**config.mk**
```make
export PLATFORM = sky130hd
export DESIGN_NAME = demux1ne2_16bit_buffered_flat
export DESIGN_NICKNAME = d
export VERILOG_FILES = /design/src/rtl/demux1ne2_16bit_buffered_if.sv /design/src/rtl/demux1ne2_16bit_buffered.sv /design/src/flat_wrapper.sv
export SDC_FILE = /design/constraint.sdc
export NUM_CORES = 1
export LEC_CHECK = 0
export ABC_AREA = 1
export CAP_MARGIN = 25
export CORE_ASPECT_RATIO = 1.75
export CORE_MARGIN = 5
export CORE_UTILIZATION = 54
export CTS_CLUSTER_DIAMETER = 100
export DETAILED_ROUTE_END_ITERATION = 8
export GPL_TIMING_DRIVEN = 0
export PLACE_DENSITY_LB_ADDON = 0.08
export SYNTH_ARGS = -nofsm -noshare
export SYNTH_HDL_FRONTEND = slang
export SYNTH_SLANG_ARGS = --single-unit
```
**constraint.sdc**
```tcl
create_clock -name clk -period 5.5 [get_ports clk]
set_input_delay 0.825 -clock clk [delete_from_list [all_inputs] [get_ports clk]]
set_output_delay 0.825 -clock clk [all_outputs]
set_load 0.02 [all_outputs]
```
**src/rtl/demux1ne2_16bit_buffered_if.sv**
```systemverilog
// Handshake bundle for the 1-to-2 buffered demux: one producer-side input
// stream and two consumer-side output channels, each with an occupancy level.
interface demux1ne2_16bit_buffered_if #(
  parameter int WIDTH = 16,
  parameter int DEPTH = 2
);
  localparam int LW = $clog2(DEPTH) + 1;

  logic [WIDTH-1:0] hyrja;
  logic             s;
  logic             hyrja_valid;
  logic             hyrja_ready;

  logic [WIDTH-1:0] dalja0;
  logic             valid0;
  logic             ready0;
  logic [LW-1:0]    niveli0;

  logic [WIDTH-1:0] dalja1;
  logic             valid1;
  logic             ready1;
  logic [LW-1:0]    niveli1;

  // The environment side: producer plus both consumers.
  modport master (
    output hyrja, s, hyrja_valid, ready0, ready1,
    input  hyrja_ready, dalja0, valid0, niveli0, dalja1, valid1, niveli1
  );

  // The demux itself.
  modport slave (
    input  hyrja, s, hyrja_valid, ready0, ready1,
    output hyrja_ready, dalja0, valid0, niveli0, dalja1, valid1, niveli1
  );
endinterface

```
**src/rtl/demux1ne2_16bit_buffered.sv**
```systemverilog
// 1-to-2 steering block: each accepted input word goes to the FIFO of the
// channel named by s, so a stalled consumer never blocks or corrupts the other.
module demux1ne2_16bit_buffered #(
  parameter int WIDTH = 16,
  parameter int DEPTH = 2
) (
  input  logic                           clk,
  input  logic                           rst_n,
  demux1ne2_16bit_buffered_if.slave      bus
);

  localparam int PW = $clog2(DEPTH);
  localparam int LW = PW + 1;
  localparam logic [LW-1:0] LEVEL_FULL = LW'(DEPTH);

  logic [WIDTH-1:0] mem    [2][DEPTH];
  logic [PW-1:0]    wr_ptr [2];
  logic [PW-1:0]    rd_ptr [2];
  logic [LW-1:0]    level  [2];

  logic [1:0]       full;
  logic [1:0]       empty;
  logic [1:0]       push;
  logic [1:0]       pop;
  logic [1:0]       ready_n;
  logic [WIDTH-1:0] head   [2];

  assign ready_n = {bus.ready1, bus.ready0};

  // Acceptance looks only at the selected channel, so a full channel never
  // stalls words headed for the other one.
  always_comb begin
    for (int ch = 0; ch < 2; ch++) begin
      full[ch]  = (level[ch] == LEVEL_FULL);
      empty[ch] = (level[ch] == '0);
      pop[ch]   = !empty[ch] && ready_n[ch];
    end
    bus.hyrja_ready = bus.s ? !full[1] : !full[0];
    push[0] = bus.hyrja_valid && bus.hyrja_ready && !bus.s;
    push[1] = bus.hyrja_valid && bus.hyrja_ready &&  bus.s;
  end

  // NOTE: only pointers and levels are reset; the data array is not, because
  // the empty flag masks it from the outputs and resetting it would cost a
  // reset fan-out to every storage bit for no observable difference.
  always_ff @(posedge clk or negedge rst_n) begin
    if (!rst_n) begin
      for (int ch = 0; ch < 2; ch++) begin
        wr_ptr[ch] <= '0;
        rd_ptr[ch] <= '0;
        level[ch]  <= '0;
      end
    end else begin
      for (int ch = 0; ch < 2; ch++) begin
        if (push[ch]) wr_ptr[ch] <= wr_ptr[ch] + 1'b1;
        if (pop[ch])  rd_ptr[ch] <= rd_ptr[ch] + 1'b1;
        case ({push[ch], pop[ch]})
          2'b10:   level[ch] <= level[ch] + 1'b1;
          2'b01:   level[ch] <= level[ch] - 1'b1;
          default: level[ch] <= level[ch];
        endcase
      end
    end
  end

  always_ff @(posedge clk) begin
    for (int ch = 0; ch < 2; ch++) begin
      if (push[ch]) mem[ch][wr_ptr[ch]] <= bus.hyrja;
    end
  end

  // Head data is forced to zero when empty so stale storage never leaks out.
  always_comb begin
    for (int ch = 0; ch < 2; ch++) begin
      head[ch] = empty[ch] ? '0 : mem[ch][rd_ptr[ch]];
    end
  end

  assign bus.dalja0  = head[0];
  assign bus.valid0  = !empty[0];
  assign bus.niveli0 = level[0];
  assign bus.dalja1  = head[1];
  assign bus.valid1  = !empty[1];
  assign bus.niveli1 = level[1];

endmodule

```
**src/flat_wrapper.sv**
```systemverilog
// flat-port wrapper written by rule: the top's interface ports become plain ports
module demux1ne2_16bit_buffered_flat 
#(
  parameter int WIDTH = 16,
  parameter int DEPTH = 2
)
  (clk, rst_n, bus_hyrja, bus_s, bus_hyrja_valid, bus_ready0, bus_ready1, bus_hyrja_ready, bus_dalja0, bus_valid0, bus_niveli0, bus_dalja1, bus_valid1, bus_niveli1);
  demux1ne2_16bit_buffered_if #(.WIDTH(WIDTH), .DEPTH(DEPTH)) bus_i ();
  input  logic clk;
  input  logic rst_n;
  input wire logic [$bits(bus_i.hyrja)-1:0] bus_hyrja;
  input wire logic [$bits(bus_i.s)-1:0] bus_s;
  input wire logic [$bits(bus_i.hyrja_valid)-1:0] bus_hyrja_valid;
  input wire logic [$bits(bus_i.ready0)-1:0] bus_ready0;
  input wire logic [$bits(bus_i.ready1)-1:0] bus_ready1;
  output wire logic [$bits(bus_i.hyrja_ready)-1:0] bus_hyrja_ready;
  output wire logic [$bits(bus_i.dalja0)-1:0] bus_dalja0;
  output wire logic [$bits(bus_i.valid0)-1:0] bus_valid0;
  output wire logic [$bits(bus_i.niveli0)-1:0] bus_niveli0;
  output wire logic [$bits(bus_i.dalja1)-1:0] bus_dalja1;
  output wire logic [$bits(bus_i.valid1)-1:0] bus_valid1;
  output wire logic [$bits(bus_i.niveli1)-1:0] bus_niveli1;
  assign bus_i.hyrja = bus_hyrja;
  assign bus_i.s = bus_s;
  assign bus_i.hyrja_valid = bus_hyrja_valid;
  assign bus_i.ready0 = bus_ready0;
  assign bus_i.ready1 = bus_ready1;
  assign bus_hyrja_ready = bus_i.hyrja_ready;
  assign bus_dalja0 = bus_i.dalja0;
  assign bus_valid0 = bus_i.valid0;
  assign bus_niveli0 = bus_i.niveli0;
  assign bus_dalja1 = bus_i.dalja1;
  assign bus_valid1 = bus_i.valid1;
  assign bus_niveli1 = bus_i.niveli1;
  demux1ne2_16bit_buffered #(.WIDTH(WIDTH), .DEPTH(DEPTH)) u_core (.clk(clk), .rst_n(rst_n), .bus(bus_i));
endmodule
```
==> Word level (Yosys, flattened, before mapping) <==
Memory sizes are Yosys's and may differ from the RTL's.
Cells that the tools add are included.
{ "word_totals": {"wordCells": 70, "register_bits": 8, "out_inout_bits": 39, "memories": 1, "ramBits": 64, "inputBits": 22} }
{ "memory_table": {"columns": ["memory", "depth", "word_bits", "rd", "rd_clocked_by_memory_dff", "wr", "line_no", "source"], "rows": [
  ["u_core.mem", 2, 32, 2, 0, 1, "demux1ne2_16bit_buffered.sv:16", "logic [WIDTH-1:0] mem [2][DEPTH];"]
]} }
{ "op_classes": {"addsub": 8, "muxes": 22, "n_lt_le_gt_ge": 6, "eq_ne": 6, "bitwise_logic": 4, "n_reduce_logical": 17} }
{ "ops": {"columns": ["cell", "count"], "rows": [
  ["16-bit 2-to-1 mux", 10],
  ["32-bit 2-to-1 mux", 4],
  ["16-bit demux with 1-bit select", 2],
  ["32-bit OR reduction", 1],
  ["2-bit == test (second input constant)", 4],
  ["2-bit >= comparator (second input constant)", 4],
  ["1-bit inverter with 2-bit output", 4],
  ["2-bit case mux with 2 select lines", 2],
  ["1-bit logical AND", 7],
  ["1-bit zero test", 5],
  ["1-bit adder (second input constant)", 4],
  ["2-bit by 1-bit adder with 2-bit output (second input constant)", 2],
  ["2-bit by 1-bit == test with 1-bit output (second input constant)", 2],
  ["2-bit zero test", 2],
  ["2-bit by 1-bit less-than comparator with 1-bit output (second input constant)", 2],
  ["1-bit 2-to-1 mux", 4],
  ["2-bit nonzero test", 2],
  ["2-bit by 1-bit subtractor with 2-bit output (second input constant)", 2]
]} }

==> Depth between registers and ports, before layout <==
Gate-level depths: netlist (run 1).
{ "logic_depth": {"ltp_word": 9, "mapped_depth": 7, "ltp_nobuf": 7} }

==> Worst setup path before layout (run 1) <==
OpenSTA, ideal clock, no wires.
{ "synth_path": {"kind": "in2reg", "start": "input port bus_s", "end": "memory u_core.mem[0][0] in the netlist's numbering, enable pin", "slack_ns": 3.370, "n_path_buf": 0, "t_arrival_ns": 1.742, "setup_time_ns": 0.389, "path_stages": 3, "cell_sequence": "inv_1 o211ai_2 nor2_1"} }
{ "synth_via": {"elab_chain_len": 7, "word_cells_on_any_way": 12} }
{ "synth_rtl": {"columns": ["element", "line_no", "source"], "rows": [
  ["from (decl)", "flat_wrapper.sv:12", "input wire logic [$bits(bus_i.s)-1:0] bus_s;"],
  ["1-bit 2-to-1 mux", "demux1ne2_16bit_buffered.sv:38", "bus.hyrja_ready = bus.s ? !full[1] : !full[0];"],
  ["1-bit logical AND", "demux1ne2_16bit_buffered.sv:39, demux1ne2_16bit_buffered.sv:40", null],
  ["1-bit logical AND", "demux1ne2_16bit_buffered.sv:40", "push[1] = bus.hyrja_valid && bus.hyrja_ready && bus.s;"],
  ["1-bit 2-to-1 mux", "demux1ne2_16bit_buffered.sv:68", "if (push[ch]) mem[ch][wr_ptr[ch]] <= bus.hyrja;"],
  ["32-bit 2-to-1 mux (implied by the code)", "demux1ne2_16bit_buffered.sv:68", null],
  ["32-bit OR reduction (no line)", null, null],
  ["1-bit 2-to-1 mux (no line) / 32-bit 2-to-1 mux (equally long branches)", null, null],
  ["to (decl)", "demux1ne2_16bit_buffered.sv:16", null]
]} }
Parallel ways exist; a longest one is shown, timed or not.

==> Final worst setup path (run 1) <==
{ "layout_path": {"start": "input port bus_s", "end": "output port bus_hyrja_ready"} }
{ "layout_via": {"elab_chain_len": 1} }
{ "layout_rtl": {"columns": ["element", "line_no", "source"], "rows": [
  ["1-bit 2-to-1 mux", "demux1ne2_16bit_buffered.sv:38", null],
  ["to (decl)", "flat_wrapper.sv:16", "output wire logic [$bits(bus_i.hyrja_ready)-1:0] bus_hyrja_ready;"]
]} }
No other way between the ends.

==> impl_summary.log, run 1 <==
INFO  metric outcome = complete, no violations
INFO  metric worst_hold_path_type = reg2reg
INFO  metric netSwitchingPower = 0.8348 mW
INFO  metric startpoint = bus_s
INFO  metric ant_nets = 0
INFO  metric timing.critical_path.to_type = output pin
INFO  metric dr_wl_met2 = 3286 um
INFO  metric multi_input_area = 696.9 um2
INFO  metric post-dp-hpwl = between 4000 and 5000 um
INFO  metric finalCritPeriodShare = 54.68%
INFO  metric maximum_number_of_pins_on_one_net_before_global_route_repair = 17
INFO  metric rsz0062_at_grt = no
INFO  metric antenna_found_initial = 0
INFO  metric synthesis.instances = 223
INFO  metric clockRootBuffer = clkbuf_8
INFO  metric drt-met1-wl = 2210 um
INFO  metric timing.critical_path.arrival = 2.18 ns
INFO  metric diodes = 0
INFO  metric io_buffers = 60
INFO  metric setup-violations-final = 0
INFO  metric via_count = about 1800
INFO  metric synth_nets = around 250
INFO  metric first_global_vias = 1892
INFO  metric finalCriticalPeriod = 3.007 ns
INFO  metric power.share.combinational = 48.5%
INFO  metric routed_via_density = around 5
INFO  metric drc = 0
INFO  metric design.core.area = 5299 um2
INFO  metric topRoutingLayerUsed = met4
INFO  metric crit_required = 4.68 ns
INFO  metric switching_part_of_the_total_power = around two fifths
INFO  metric placementRows = 35
INFO  metric timing.max_slew.rel_slack = 36.69%
INFO  metric drt_first_pass_iters = 4
INFO  metric global_route.usage.total = between 10% and 20%
INFO  metric layout-drive-gt1-share = 17.67%
INFO  metric synth.yosys.seq_area_share = 72.17%
INFO  metric critical_path.reg2reg.startpoint = u_core.bus.niveli1[0]
INFO  metric sequential_cell_area = 2122 um2
INFO  metric syn2layout_area_growth = 30.38%
INFO  metric synth.cell_area = approximately 3000 um2
INFO  metric internal_power = 1.350 mW
INFO  metric finalHoldViolCount = 0
INFO  metric cts_max_path_buffers = 2
INFO  metric worst_reg2reg_path_length_in_cells = 4
INFO  metric route.final.wire_length = a little under 6000 um
INFO  metric power_leakage = 1.407 nW
INFO  metric htree_levels = 3
INFO  metric setup_ws = about 2.5 ns
INFO  metric fillers = 383
INFO  metric holdBufCountCts = 0
INFO  metric synth.distinct_cells = 22
INFO  metric endpoint = bus_hyrja_ready
INFO  metric count_of_cells_resized_by_post_cts_repair = 0
INFO  metric routed-wl-met3 = a little over 300 um
INFO  metric worst_clock_skew_on_the_final_layout = approximately 0.0072 ns
INFO  metric ys_warn_count = 0
INFO  metric drtIter0Drc = 60
INFO  metric gp_congestion = ~0.72
INFO  metric grt_first_pass_wirelength = 9170 um
INFO  metric clkPwrFrac = 17.6%
INFO  metric timing_max_transition_violations_final = 0
INFO  metric worst-slew-pin-transition = 0.9487 ns
INFO  metric power_density = around 570 nW/um2
INFO  metric detail_route.wl_per_cell = 15.60 um
INFO  metric detailedPlace.worstSlack = 2.498 ns
INFO  metric cts_inserted_buffers = 9
INFO  metric fmax = 332.5 MHz
INFO  metric critPathLaunchType = input port
INFO  metric die-width = roughly 66 um
INFO  metric clock-sinks = 72
INFO  metric hp-start = u_core.wr_ptr[0]
INFO  metric clkLatencyLatePin = 0.33 ns
INFO  metric setup.reg_to_reg.worst_slack = 3.58 ns
INFO  metric peak_supply_drop = between 300 and 400 uV
INFO  metric floorplan.initialDensity = 55.49%
INFO  metric overflow = 0
INFO  metric crit-reg2reg-capture = u_core.mem[0][32]
INFO  metric ios = 61
INFO  metric critical_path_type = in2out
INFO  metric seq_power_share = 33.9%
INFO  metric max_cap_viol_count = 0
INFO  metric die_h = around 110 um
INFO  metric synth_seq_cells = about 70
INFO  metric num-nets-final = 319
INFO  metric crit_fanout = 3
INFO  metric timing.setup.tns = 0 ns
INFO  metric post_cts_buffers = 0
INFO  metric clock_pin_slew_worst_setup_and_hold_paths = 0.07 ns
INFO  metric die_area = 7079 um2
INFO  metric cts_tree = yes
INFO  metric synthesis.area_per_instance = 13.19 um2
==> routing by layer <==
layer / vias up / track usage (%)
met4: 0 / 6.231
met5: - / 0
li1: 909 / -
met3: 2 / 4.598
met1: 870 / 20.01
met2: 56 / 32.23
==> worst max-delay path, stage by stage <==
cell,delay [ns]
clkdlybuf4s50_1,0.50
inv_1,0.08
nand2_1,0.06
o21ai_0,0.07
inv_1,0.06
clkdlybuf4s50_1,0.59
==> layout by cell type (no fill, tap or decap), types with 3 or more instances in the layout <==
cell and instances:
inv_2 3, dfrtp_1 8, a21oi_2 18, a21oi_1 16, inv_1 10, buf_4 5
clkdlybuf4s50_1 60, buf_6 3, xnor2_1 3, edfxtp_1 64, clkbuf_8 9, clkinv_2 4
nor2_4 4, nand2_1 73
==> flip-flops by register name (all words and copies together) (netlist names) <==
signal and count:
u_core.rd_ptr 2, u_core.bus.niveli1 2, u_core.mem 64, u_core.bus.niveli0 2, u_core.wr_ptr 2
==> final cells by class <==
cell class / count / area share (%)
Sequential cell: 72 / 55.35
Multi-Input combinational cell: 128 / 18.18
Timing Repair Buffer: 61 / 15.96
Clock buffer: 9 / 3.231
Tap cell: 74 / 2.415
Buffer: 8 / 1.697
Clock inverter: 7 / 1.632
Inverter: 15 / 1.534
==> synthesized netlist by cell type <==
library cell  number  area [um2]
or2_1              2       12.51
o211ai_2           1       12.51
edfxtp_1          64        1922
nor2_4             4       45.04
xor2_1             2       17.52
nand3_1            1       5.000
buf_6              2       22.52
clkinv_2           2       10.01
inv_1             10       37.54
a21oi_1           16       80.08
buf_2              1       5.000
dfrtp_1            8       200.2
ha_1               2       25.02
inv_2              3       11.26
nor2_1             3       11.26
xor2_2             1       16.27
xnor2_1            3       26.28
o21ai_0            1       5.000
nand2_1           73       274.0
buf_4              5       37.54
a21oi_2           18       157.7
nand4_1            1       6.260
==> worst min-delay path by stage <==
stage	cells after the start	slack, ns	endpoint
finish	2	0.48	u_core.wr_ptr[0]
global route	2	0.51	u_core.wr_ptr[0]
CTS	2	0.48	u_core.wr_ptr[0]
detailed placement	2	0.46	u_core.wr_ptr[0]
global placement	2	0.46	u_core.wr_ptr[0]
floorplan	2	0.44	u_core.wr_ptr[0]
==> logic make-up after synthesis <==
| group | Yosys count | synth area share, % |
|---|---|---|
| AOI/OAI and AO/OA | 36 | 8.681 |
| xor gates and xnor gates | 6 | 2.043 |
| adders and majority gates | 2 | 0.8509 |
| buffers and inverters | 23 | 4.213 |
| DFF | 72 | 72.17 |
| and+or+nand+nor | 84 | 12.04 |
==> power by group through the flow <==
stage	clock [mW]	sequential (mW)	combinational, mW
final	0.384	0.742	1.06
after global routing	0.417	0.751	1.15
after CTS	0.394	0.742	1.08
after detailed placement	0	0.753	1.08
after global placement	0	0.751	1.06
after floorplan	0	0.763	0.608
==> stage by stage <==
| step | utilization [%] | area [um2] | instances | power, mW | hold slack, ns |
|---|---|---|---|---|---|
| after floorplan | - | 2940 | 223 | 1.371 | 0.4419 |
| after global placement | 68.57 | 3633 | 357 | 1.808 | 0.4572 |
| after detailed placement | 68.83 | 3647 | 358 | 1.829 | 0.4580 |
| after CTS | 72.35 | 3834 | 374 | 2.216 | 0.4763 |
| after global routing | 72.35 | 3834 | 374 | 2.313 | 0.5078 |
| final | 72.35 | 3834 | 374 | 2.185 | 0.4757 |
No activity file was read; power rests on OpenSTA's default activity.
==> run 2, diff against run 1 <==
- CORE_UTILIZATION: 54 -> 46
- clock period: 5.5 -> 2.5 ns (I/O delays scaled with it)
==> impl_summary.log, run 2 (synthesis results as in run 1) <==
INFO  metric post_cts_buffers = 0 (unchanged)
INFO  metric rsz0062_at_grt = no
INFO  metric io_buffers = 60 (unchanged)
INFO  metric cts_inserted_buffers = 9 (unchanged)
INFO  metric power_density = 1239 nW/um2 (+120%)
INFO  metric cts_tree = yes
INFO  metric routed_via_density = 4.855 (-1.2%)
INFO  metric critical_path_type = reg2out
INFO  metric finalCritPeriodShare = 96.19%
INFO  metric setup.reg_to_reg.worst_slack = 0.56 ns (-3.02 ns)
INFO  metric finalCriticalPeriod = 2.405 ns
INFO  metric fin_util = 61.11% (-11 points)
INFO  metric count_of_cells_resized_by_post_cts_repair = 0 (unchanged)
INFO  metric setup-violations-final = 0 (unchanged)
INFO  metric gp_congestion = 0.7203 (-0.61%)
INFO  metric first_global_vias = 1952 (+3.2%)
INFO  metric timing.critical_path.max_delay_family = buffers and inverters
INFO  metric timing.critical_path.arrival = 2.03 ns (-0.15 ns)
INFO  metric drtIter0Drc = 54 (-10%)
INFO  metric outcome = complete, no violations
INFO  metric clockRootBuffer = clkbuf_8
INFO  metric ant_nets = 0 (unchanged)
INFO  metric max_cap_viol_count = 0 (unchanged)
INFO  metric timing.setup.tns = 0 ns (unchanged)
INFO  metric finalHoldViolCount = 0 (unchanged)
INFO  metric power_leakage = 1.399 nW (-0.54%)
INFO  metric setup_ws = 0.09519 ns (-2.398 ns)
INFO  metric worst_hold_path_type = in2async
INFO  metric timing_max_transition_violations_final = 0 (unchanged)
INFO  metric place.detailed.instances = 363 (+1.4%)
INFO  metric via_count = 1840 (+0.16%)
INFO  metric layout.cells.most_common = nand2_1
INFO  metric fillers = 536 (+40%)
INFO  metric maximum_number_of_pins_on_one_net_before_global_route_repair = 17 (unchanged)
INFO  metric cts_max_path_buffers = 2 (unchanged)
INFO  metric commonest_non_fill_non_tap_cells_in_the_layout = 73 x nand2_1, 64 x edfxtp_1, 59 x clkdlybuf4s50_1
INFO  metric critical_path_buffer_and_inverter_count = 4 (unchanged)
INFO  metric post-dp-hpwl = 4050 um (-2.6%)
INFO  metric slowest_stage = clkdlybuf4s50_1
INFO  metric timing.critical_path.to_type = output pin
INFO  metric route.final.wire_length = 6036 um (+3.4%)
INFO  metric detail_route.wl_per_cell = 15.93 um (+2.1%)
INFO  metric path_common_cell = buf_4
INFO  metric ios = 61 (unchanged)
INFO  metric clock_pin_slew_worst_setup_and_hold_paths = 0.07 ns (about the same)
INFO  metric num-nets-final = 318 (-0.31%)
INFO  metric global_route.usage.total = 15.78% (-2.2 points)
INFO  metric overflow = 0 (unchanged)
INFO  metric timing.max_slew.rel_slack = 34.40% (-2.3 points)
INFO  metric die_area = 8154 um2 (+15%)
INFO  metric largest_reg_flops = 64 (unchanged)
INFO  metric clkLatencyLatePin = 0.34 ns (about the same)
INFO  metric crit_required = 2.12 ns (-2.56 ns)
INFO  metric critical-path-max-stage-delay = 0.63 ns (+0.04 ns)
INFO  metric critPathLaunchType = flop
INFO  metric clock-sinks = 72 (unchanged)
INFO  metric worst_clock_skew_on_the_final_layout = 0.007110 ns (-0.00004038 ns)
INFO  metric detailedPlace.worstSlack = 0.2020 ns (-2.296 ns)
INFO  metric critical_path.reg2reg.startpoint = u_core.bus.niveli1[0]
INFO  metric htree_levels = 3 (unchanged)
INFO  metric stdcell_count = 379 (+1.3%)
INFO  metric design.core.area = 6228 um2 (+18%)
INFO  metric crit-reg2reg-capture = u_core.mem[0][43]
INFO  metric placementRows = 38 (+8.6%)
INFO  metric critical_path.cell_chain = buf_4 > clkinv_2 > buf_4 > nand2_1 > a21oi_1 > clkdlybuf4s50_1
INFO  metric antenna_found_initial = 0 (unchanged)
INFO  metric worst_reg2reg_path_length_in_cells = 4 (unchanged)
INFO  metric peak_supply_drop = 682.8 uV (+98%)
INFO  metric die-width = 70.44 um (+7.1%)
INFO  metric diodes = 0 (unchanged)
INFO  metric worst-slew-pin-transition = 0.9829 ns (+0.03423 ns)
INFO  metric crit_fanout = 10 (+7)
INFO  metric whs = 0.3207 ns (-0.1550 ns)
INFO  metric drt_first_pass_iters = 4 (unchanged)
INFO  metric fmax = 415.8 MHz
INFO  metric die_h = 115.8 um (+7.6%)
INFO  metric drc = 0 (unchanged)
INFO  metric grt_first_pass_wirelength = 9473 um (+3.3%)
INFO  metric syn2layout_area_growth = 29.45%
INFO  metric layout-drive-gt1-share = 16.72% (-0.94 points)
INFO  metric floorplan.initialDensity = 47.21% (-8.3 points)
INFO  metric holdBufCountCts = 0 (unchanged)
-- run 2: cell types whose count changed in the layout (fill, tap and decap cells not counted), sizes merged --
cell	before	now
buf	9	7
bufinv	1	0
clkinvlp	2	1
clkdlybuf4s50	60	59
dlymetal6s2s	0	1
clkbuf	9	12
-- run 2: routing by layer --
layer,track usage (%),vias up,part of all wire [%]
met5,0,-,0
met3,5.035,11,5.1
li1,-,901,-
met4,6.266,0,1.7
met2,29.85,45,55
met1,15.72,883,38
-- run 2: worst max-delay path by stage --
stage	from	end	slack (ns)	cells past startpoint
6_report	u_core.rd_ptr[0]	bus_dalja1[5]	0.1	6
5_1_grt	u_core.rd_ptr[0]	bus_dalja1[9]	0.005	6
2_1_floorplan	u_core.bus.niveli1[0]	u_core.mem[0][32]	0.61	4
4_1_cts	u_core.rd_ptr[0]	bus_dalja1[5]	0.06	6
3_3_place_gp	bus_hyrja_valid	u_core.mem[0][39]	-0.15	3
3_5_place_dp	bus_hyrja_valid	u_core.mem[0][39]	0.20	3
-- run 2: stage by stage --
step	instance area (um2)	total power, mW
finish	3806	4.715
global route	3806	4.994
CTS	3801	4.783
detailed placement	3646	4.035
global placement	3641	4.003
floorplan	2940	3.016
-- run 2: cell type report --
class / count / area, um2 / area share [%]
Multi-Input combinational cell: 128 / 699.4 / 18.38
Timing Repair Buffer: 60 / 603.1 / 15.84
Tap cell: 80 / 100.1 / 2.630
Clock buffer: 11 / 131.4 / 3.452
Clock inverter: 5 / 23.77 / 0.6246
Sequential cell: 72 / 2122 / 55.75
Inverter: 15 / 58.81 / 1.545
Buffer: 8 / 67.56 / 1.775
-- run 2: where the power goes --
group	total (mW)	internal [mW]	leakage [nW]	switching [mW]
clock network	0.749	0.349	0.0758	0.400
logic	2.34	0.992	0.645	1.34
registers	1.63	1.53	0.679	0.104
total	4.72	2.87	1.40	1.85
==> run 3, diff against run 2 <==
- CELL_PAD_IN_SITES_DETAIL_PLACEMENT: unset -> 0
- CELL_PAD_IN_SITES_GLOBAL_PLACEMENT: unset -> 1
- CORE_UTILIZATION: 46 -> 37
==> impl_summary.log, run 3 (synthesis results as in run 1) <==
INFO  metric outcome = complete, no violations
INFO  metric drtIter0Drc = 58 (+7.4%)
INFO  metric power_density = 1302 nW/um2 (+5.1%)
INFO  metric post_cts_buffers = 0 (unchanged)
INFO  metric critical_path.reg2reg.startpoint = u_core.bus.niveli1[0]
INFO  metric clkLatencyLatePin = 0.33 ns (about the same)
INFO  metric finalHoldViolCount = 0 (unchanged)
INFO  metric path_common_cell = buf_4
INFO  metric critical_path_type = reg2out
INFO  metric power_leakage = 1.556 nW (+11%)
INFO  metric die-width = 77.39 um (+9.9%)
INFO  metric timing.max_slew.rel_slack = 48.51% (+14 points)
INFO  metric sequential_cell_area = 2122 um2 (unchanged)
INFO  metric finalCriticalPeriod = 2.415 ns (+0.01025 ns)
INFO  metric timing.critical_path.arrival = 2.04 ns (about the same)
INFO  metric largest_reg_flops = 64 (unchanged)
INFO  metric layout-drive-gt1-share = 16.94% (+0.22 points)
INFO  metric dpl_cell_area = 3685 um2 (+1.1%)
INFO  metric cts_max_path_buffers = 2 (unchanged)
INFO  metric gp_congestion = 0.7196 (about the same)
INFO  metric syn2layout_area_growth = 35.45%
INFO  metric critPathLaunchType = flop
INFO  metric setup-violations-final = 0 (unchanged)
INFO  metric crit_fanout = 10 (unchanged)
INFO  metric num-nets-final = 320 (+0.63%)
INFO  metric fmax = 414.1 MHz (-0.42%)
INFO  metric layout.cells.most_common = nand2_1
INFO  metric clock_pin_slew_worst_setup_and_hold_paths = 0.05 ns (-0.02 ns)
INFO  metric ant_nets = 0 (unchanged)
INFO  metric timing.critical_path.max_delay_family = buffers and inverters
INFO  metric fillers = 703 (+31%)
INFO  metric first_global_vias = 1919 (-1.7%)
INFO  metric detail_route.wl_per_cell = 16.38 um (+2.9%)
INFO  metric peak_supply_drop = 791.1 uV (+16%)
INFO  metric design.core.area = 7855 um2 (+26%)
INFO  metric slowest_stage = clkdlybuf4s50_1
INFO  metric maximum_number_of_pins_on_one_net_before_global_route_repair = 17 (unchanged)
INFO  metric via_count = 1835 (-0.27%)
INFO  metric global_route.usage.total = 13.69% (-2.1 points)
INFO  metric crit_required = 2.12 ns (about the same)
INFO  metric critical-path-max-stage-delay = 0.62 ns (about the same)
INFO  metric clockRootBuffer = clkbuf_16
INFO  metric cts_tree = yes
INFO  metric diodes = 0 (unchanged)
INFO  metric worst_hold_path_type = in2async
INFO  metric critical_path.cell_chain = buf_4 > clkinv_2 > buf_4 > nand2_1 > a21oi_2 > clkdlybuf4s50_1
INFO  metric critical_path_buffer_and_inverter_count = 4 (unchanged)
INFO  metric detailedPlace.worstSlack = 0.2955 ns (+0.09349 ns)
INFO  metric crit-reg2reg-capture = u_core.mem[0][32]
INFO  metric worst_clock_skew_on_the_final_layout = 0.004504 ns (-0.002606 ns)
INFO  metric ios = 61 (unchanged)
INFO  metric whs = 0.3530 ns (+0.03222 ns)
INFO  metric max_cap_viol_count = 0 (unchanged)
INFO  metric timing.critical_path.to_type = output pin
INFO  metric timing_max_transition_violations_final = 0 (unchanged)
INFO  metric area_of_all_placed_cells_without_fillers = 3983 um2 (+4.6%)
INFO  metric floorplan.initialDensity = 37.43% (-9.8 points)
INFO  metric placementRows = 43 (+13%)
INFO  metric finalCritPeriodShare = 96.60% (+0.41 points)
INFO  metric clock-sinks = 72 (unchanged)
INFO  metric drt_first_pass_iters = 4 (unchanged)
INFO  metric multi_input_area = 699.4 um2 (unchanged)
INFO  metric antenna_found_initial = 0 (unchanged)
INFO  metric post-dp-hpwl = 4344 um (+7.3%)
INFO  metric drc = 0 (unchanged)
INFO  metric cts_inserted_buffers = 9 (unchanged)
INFO  metric commonest_non_fill_non_tap_cells_in_the_layout = 73 x nand2_1, 64 x edfxtp_1, 52 x clkdlybuf4s50_1
INFO  metric route.final.wire_length = 6406 um (+6.1%)
INFO  metric rsz0062_at_grt = no
INFO  metric worst-slew-pin-transition = 0.7715 ns (-0.2113 ns)
INFO  metric die_area = 9899 um2 (+21%)
INFO  metric setup_ws = 0.08494 ns (-0.01025 ns)
INFO  metric grt_first_pass_wirelength = 9867 um (+4.2%)
INFO  metric overflow = 0 (unchanged)
INFO  metric routed_via_density = 4.693 (-3.3%)
INFO  metric worst_reg2reg_path_length_in_cells = 5 (+1)
INFO  metric htree_levels = 3 (unchanged)
INFO  metric die_h = 127.9 um (+11%)
INFO  metric io_buffers = 60 (unchanged)
INFO  metric setup.reg_to_reg.worst_slack = 0.73 ns (+0.17 ns)
==> run 3: what timing repair did <==
item / 4_1_cts / 5_1_grt
resized for setup: 0 / 8
hold buffers: 0 / 0
endpoints found under the setup margin: 0 / 8
==> run 3: final cells by class <==
class / instances / area share (%)
plain buffers: 8 / 1.634
multi-input cells: 128 / 17.56
inverters: 15 / 1.477
repair buffers: 62 / 16.24
clock buffers: 14 / 6.126
clock inverters: 2 / 0.8483
flip-flops and latches: 72 / 53.28
well taps: 90 / 2.828
==> run 3: how the worst max path moves through the flow <==
stage                                     start           endpoint  slack, ns  cells after the start
after global routing           u_core.rd_ptr[0]      bus_dalja1[8]     0.0006                      6
after floorplan           u_core.bus.niveli1[0]  u_core.mem[0][32]       0.61                      4
final                          u_core.rd_ptr[0]      bus_dalja1[8]       0.08                      6
after CTS                      u_core.rd_ptr[1]      bus_dalja0[4]     0.0009                      6
after global placement                    bus_s  u_core.mem[0][11]      -0.27                      4
after detailed placement                  bus_s  u_core.mem[0][29]       0.30                      6
==> run 3: per-stage QoR <==
step	cells	power, mW	utilization (%)	setup TNS (ns)
2_1_floorplan	223	3.016	-	0
3_3_place_gp	373	4.049	46.51	-8.395
3_5_place_dp	375	4.077	46.91	0
4_1_cts	391	5.287	50.45	0
5_1_grt	391	5.483	50.70	0
6_report	391	5.186	50.70	0
==> run 3: per-layer routing <==
layer / GRT usage (%) / vias up / wire (um)
li1: - / 905 / -
met1: 13.86 / 873 / 2433
met2: 25.27 / 47 / 3552
met3: 4.641 / 10 / 323
met4: 5.364 / 0 / 96
met5: 0 / - / 0
==> run 3: worst register-to-register path: stages (launching register included) <==
cell and delay, ns:
dfrtp_1 0.48, inv_2 0.04, nand2_1 0.09, nand3_1 0.14
nor2_2 0.48, buf_6 0.24
==> run 3: power by group <==
| part | switching [mW] | total [mW] | internal [mW] |
|---|---|---|---|
| Sequential | 0.102 | 1.63 | 1.53 |
| Combinational | 1.37 | 2.36 | 0.988 |
| Clock | 0.429 | 1.20 | 0.770 |
